===== src/rtl/cpu_pkg.sv =====
// Shared definitions for the 8-bit CPU datapath blocks: widths, memory FSM states and op codes.
package cpu_pkg;

    localparam int unsigned DefaultDataW = 8;
    localparam int unsigned DefaultAddrW = 8;
    // Wide enough for the largest supported access latency (15).
    localparam int unsigned CntW = 4;

    typedef enum logic [1:0] {
        StIdle = 2'b00,
        StBusy = 2'b01,
        StDone = 2'b10
    } state_e;

    typedef enum logic {
        OpRd = 1'b0,
        OpWr = 1'b1
    } op_e;

    function automatic op_e op_from_req(input logic write);
        return write ? OpWr : OpRd;
    endfunction

endpackage


===== src/rtl/dmem_array.sv =====
// Data memory storage: synchronous write, asynchronous read, whole array cleared on reset.
module dmem_array #(
    parameter int unsigned DATA_W = 8,
    parameter int unsigned ADDR_W = 8
) (
    input  logic              clk_i,
    input  logic              rst_i,
    input  logic              we_i,
    input  logic [ADDR_W-1:0] addr_i,
    input  logic [DATA_W-1:0] wdata_i,
    output logic [DATA_W-1:0] rdata_o
);

    localparam int unsigned Depth = 2 ** ADDR_W;

    logic [DATA_W-1:0] mem_q [Depth];

    always_ff @(posedge clk_i or posedge rst_i) begin
        if (rst_i) begin
            for (int i = 0; i < Depth; i++) begin
                mem_q[i] <= '0;
            end
        end else if (we_i) begin
            mem_q[addr_i] <= wdata_i;
        end
    end

    assign rdata_o = mem_q[addr_i];

endmodule


===== src/rtl/data_memory.sv =====
// Multi-cycle byte-addressed data memory with a BUSYWAIT stall handshake toward the CPU.
module data_memory
    import cpu_pkg::*;
#(
    parameter int unsigned DATA_W  = DefaultDataW,
    parameter int unsigned ADDR_W  = DefaultAddrW,
    parameter int unsigned LATENCY = 5
) (
    input  logic              CLK,
    input  logic              RESET,
    input  logic              READ,
    input  logic              WRITE,
    input  logic [ADDR_W-1:0] ADDRESS,
    input  logic [DATA_W-1:0] WRITEDATA,
    output logic [DATA_W-1:0] READDATA,
    output logic              BUSYWAIT
);

    localparam logic [CntW-1:0] LastCnt = CntW'(LATENCY);

    state_e            state_q;
    op_e               op_q;
    logic [CntW-1:0]   cnt_q;
    logic [ADDR_W-1:0] addr_q;
    logic [DATA_W-1:0] data_q;
    logic [DATA_W-1:0] rdata_q;
    logic              busy_q;

    logic              req_valid;
    logic              last_beat;
    logic              mem_we;
    logic [DATA_W-1:0] arr_rdata;

    // READ and WRITE together is an illegal request and is treated as no request.
    assign req_valid = READ ^ WRITE;
    assign last_beat = (state_q == StBusy) && (cnt_q == LastCnt);
    assign mem_we    = last_beat && (op_q == OpWr);

    always_ff @(posedge CLK or posedge RESET) begin
        if (RESET) begin
            state_q <= StIdle;
            op_q    <= OpRd;
            cnt_q   <= '0;
            addr_q  <= '0;
            data_q  <= '0;
            rdata_q <= '0;
            busy_q  <= 1'b0;
        end else begin
            case (state_q)
                StIdle: begin
                    if (req_valid) begin
                        addr_q  <= ADDRESS;
                        data_q  <= WRITEDATA;
                        op_q    <= op_from_req(WRITE);
                        cnt_q   <= CntW'(1);
                        busy_q  <= 1'b1;
                        state_q <= StBusy;
                    end
                end
                StBusy: begin
                    if (last_beat) begin
                        if (op_q == OpRd) begin
                            rdata_q <= arr_rdata;
                        end
                        cnt_q   <= '0;
                        busy_q  <= 1'b0;
                        state_q <= StDone;
                    end else begin
                        cnt_q <= cnt_q + CntW'(1);
                    end
                end
                StDone: begin
                    state_q <= StIdle;
                end
                default: begin
                    busy_q  <= 1'b0;
                    state_q <= StIdle;
                end
            endcase
        end
    end

    dmem_array #(
        .DATA_W(DATA_W),
        .ADDR_W(ADDR_W)
    ) u_array (
        .clk_i  (CLK),
        .rst_i  (RESET),
        .we_i   (mem_we),
        .addr_i (addr_q),
        .wdata_i(data_q),
        .rdata_o(arr_rdata)
    );

    // Idle stalls combinationally so the CPU holds in the very cycle it issues the request.
    assign BUSYWAIT = (state_q == StIdle) ? req_valid : busy_q;
    assign READDATA = rdata_q;

endmodule


===== config.mk =====
export PLATFORM = sky130hd
export DESIGN_NAME = data_memory
export DESIGN_NICKNAME = d
export VERILOG_FILES = /design/src/rtl/cpu_pkg.sv /design/src/rtl/dmem_array.sv /design/src/rtl/data_memory.sv
export SDC_FILE = /design/constraint.sdc
export NUM_CORES = 2
export LEC_CHECK = 0
export ABC_AREA = 1
export CAP_MARGIN = 10
export CORE_MARGIN = 2
export CORE_UTILIZATION = 29
export DETAILED_ROUTE_END_ITERATION = 8
export PLACE_DENSITY = 0.54
export SYNTH_ARGS = -nofsm -noshare
export SYNTH_HDL_FRONTEND = slang
export SYNTH_HIERARCHICAL = 1
export SYNTH_SLANG_ARGS = --single-unit

===== constraint.sdc =====
create_clock -name CLK -period 73.2 [get_ports CLK]
set_input_delay 7.32 -clock CLK [delete_from_list [all_inputs] [get_ports CLK]]
set_output_delay 7.32 -clock CLK [all_outputs]
set_load 0.05 [all_outputs]

==> insert_results.sql <==
INSERT INTO impl_metrics (metric_group, metric, value, unit) VALUES
('logic_synthesis', 'synth_top_cells_by_area', 'dfrtp_1 (54%), nand2_1 (26%), o21ai_0 (6.8%), o21ai_1 (4.8%), clkbuf_1 (2.2%)', ''),
('die', 'num_io_pins', '29', ''),
('global_routing', 'track_usage', '18.2', '%'),
('logic_synthesis', 'netlist-cell-type-count', '27', ''),
('logic_synthesis', 'synthesis.instances', '12800', ''),
('route', 'detailed_route_wire_length', '311000', 'µm'),
('placement', 'postPlaceCellArea', '0.0997', 'mm²'),
('outcome', 'run_status', 'finished clean', ''),
('placement', 'dpl.cell_count', '16400', ''),
('finish', 'area.growth.synth_to_final', '11.0', '%'),
('cts', 'tritoncts', 'built', ''),
('cts', 'postCtsResizedCells', '0', ''),
('setup_path', 'cell_at_the_slowest_stage_of_the_critical_path', 'clkdlybuf4s50_1', ''),
('timing', 'postLayoutSetupSlackWorst', '56410', 'ps'),
('power', 'netSwitchingFraction', '38.8', '%'),
('power', 'cellLeakagePower', '51.7', 'nW'),
('logic_synthesis', 'synth_largest_area_cell', 'dfrtp_1', ''),
('timing', 'fin_crit_sh', '22.9', '%'),
('route', 'routed-via-count', '80500', ''),
('logic_synthesis', 'synthSimpleGateAreaFrac', '29.6', '%'),
('die', 'die_area', '0.338', 'mm²'),
('logic_synthesis', 'postSynthRegisterBits', '2080', ''),
('timing', 'timing_hold_violations_final', '0', ''),
('logic_synthesis', 'synthesis.area', '0.0966', 'mm²'),
('finish', 'final_std_cell_area_no_fill', '0.107', 'mm²'),
('route', 'wl_per_cell', '18.5', 'µm'),
('cts', 'cts_hold_buf', '0', ''),
('timing', 'rsz0062_at_grt', 'false', ''),
('power', 'irDropWorstVdd', '0.0367', 'mV'),
('setup_path', 'timing.critical_path.arrival', '9470', 'ps'),
('finish', 'drive_gt1_share', '5.57', '%'),
('cts', 'clock_latency', '910', 'ps'),
('timing', 'timing.final.setup_violations', '0', ''),
('power', 'design_power_total', '0.00314', 'W'),
('cts', 'cts-root-to-sink-buffers', '4', ''),
('die', 'row_count', '211', ''),
('timing', 'max_slew_headroom', '12.5', '%'),
('setup_path', 'setup.worst_path.class', 'in -> out', ''),
('logic_synthesis', 'avgSynthCellArea', '7.57', 'µm²'),
('logic_synthesis', 'synth_warnings', '6', ''),
('timing', 'max_clock_freq', '0.0596', 'GHz'),
('setup_path', 'critical_path.max_fanout', '25', ''),
('logic_synthesis', 'netlist_top_cells_count', 'nand2_1 (6761), dfrtp_1 (2080), o21ai_0 (1308)', ''),
('cts', 'cts_post_setup_buffers_inserted', '0', ''),
('timing', 'slew_worst_pin', '1310', 'ps'),
('logic_synthesis', 'synth_mux_area_share', '0', '%'),
('cts', 'cts-root-buf', 'clkbuf_16', ''),
('global_routing', 'met3_usage', '2.58', '%'),
('setup_path', 'critPathRequiredTime', '65880', 'ps'),
('logic_synthesis', 'synth_top_family_by_area', 'simple AND/OR/NAND/NOR gates', ''),
('power', 'power_report.internal_total', '0.00192', 'W'),
('power', 'clockPowerShare', '37.2', '%'),
('run', 'maxCapViolations', '0', ''),
('logic_synthesis', 'synthArstFlopShare', '100', '%'),
('global_routing', 'groute.layer.met2.usage', '28.5', '%'),
('timing', 'fin_setup_tns', '0', 'ps'),
('placement', 'weighted_congestion_at_the_end_of_routability_driven_global_placement', '0.823', ''),
('timing', 'final_max_slew_viol_count', '0', ''),
('setup_path', 'critPathCaptureType', 'primary output', ''),
('logic_synthesis', 'synth_flop_cell', 'dfrtp_1', ''),
('cts', 'cts_max_level', '4', ''),
('power', 'power.share.combinational', '24.7', '%'),
('power', 'share_seq_of_total_power', '38.1', '%'),
('global_routing', 'grt_most_used_layer', 'met2', ''),
('timing', 'fin_crit', '16790', 'ps'),
('power', 'power.net_switching', '0.00122', 'W'),
('route', 'first_iter_violations', '7615', ''),
('route', 'first_pass_iters', '6', ''),
('setup_path', 'critical_path.cell_chain', 'clkdlybuf4s50_1 > inv_1 > nand2_1 > nand2_2 > nand2_2 > nand2_1 > clkdlybuf4s50_1', ''),
('die', 'floorplan.initialDensity', '29.2', '%'),
('setup_path', 'timing.critical_path.from_type', 'primary input', '');
stage by stage:
stage                     util, %  hold WS (ps)
after floorplan                 -           436
after global placement       30.1           460
after detailed placement     30.1           458
after CTS                    32.4           471
after global routing         32.4           499
final                        32.4           466
final timing paths:
path	cells past startpoint	slack, ps	end	start
worst min register to register	2	470	busy_q	busy_q
worst max register to register	17	67760	READDATA[0]	addr_q[0]
worst max-delay path	7	56410	BUSYWAIT	WRITE
max in group asynchronous	7	61630	u_array/mem_q[373]	RESET
worst min-delay path	2	470	busy_q	busy_q
min in group asynchronous	2	7030	u_array/mem_q[1002]	RESET
sequential cells by signal, summed over array words and instances, names as in the netlist:
name / count
READDATA: 8
addr_q: 8
busy_q: 1
cnt_q: 4
data_q: 8
op_q: 1
state_q: 2
u_array/mem_q: 2048
critical path, delay by kind of cell:
kind,cells,cell delay [ps]
and+or+nand+nor,4,810
buffers and inverters,3,1330
kinds of logic (layout without fill, tap and decap cells):
logic type      after synthesis  count (layout)
other cells                   0               4
buf+inv                    1025             687
simple gates               7340            7340
flops                      2080            2080
xor+xnor                      1               1
compound gates             2316            2316
fa+ha+maj                     2               2
power by group through the flow:
stage                     sequential (W)  clock (W)  combinational (W)
after detailed placement         0.00122          0           0.000776
after global placement           0.00122          0           0.000779
after floorplan                  0.00121          0           0.000450
after CTS                        0.00120    0.00119           0.000776
after global routing             0.00120    0.00124           0.000817
final                            0.00120    0.00117           0.000775
layout make-up:
| class | instances | area, µm² | share of cell area [%] |
|---|---|---|---|
| Sequential cell | 2080 | 52100 | 48.6 |
| Multi-Input combinational cell | 9659 | 40200 | 37.5 |
| Clock buffer | 340 | 6690 | 6.24 |
| Tap cell | 4366 | 5460 | 5.10 |
| Timing Repair Buffer | 162 | 1400 | 1.31 |
| Clock inverter | 66 | 777 | 0.725 |
| Inverter | 119 | 542 | 0.506 |
| Antenna cell | 4 | 10.0 | 0.00934 |
metal layers:
layer  routed length (µm)  up-vias
li1                     -    39300
met1               147000    38900
met2               139000     1934
met3                17000      411
met4                 9030        0
met5                    0        -
layout by cell type (no fill, tap or decap), types with 88 or more instances in the layout:
cell type	instances
o21ai_1	920
dfrtp_1	2078
nor2_1	159
nand3_1	239
nand2_1	6761
inv_1	89
buf_4	125
nand2_2	116
clkbuf_16	230
a21oi_1	88
o21ai_0	1308
Note: power is estimated with default switching activity, not from simulation.
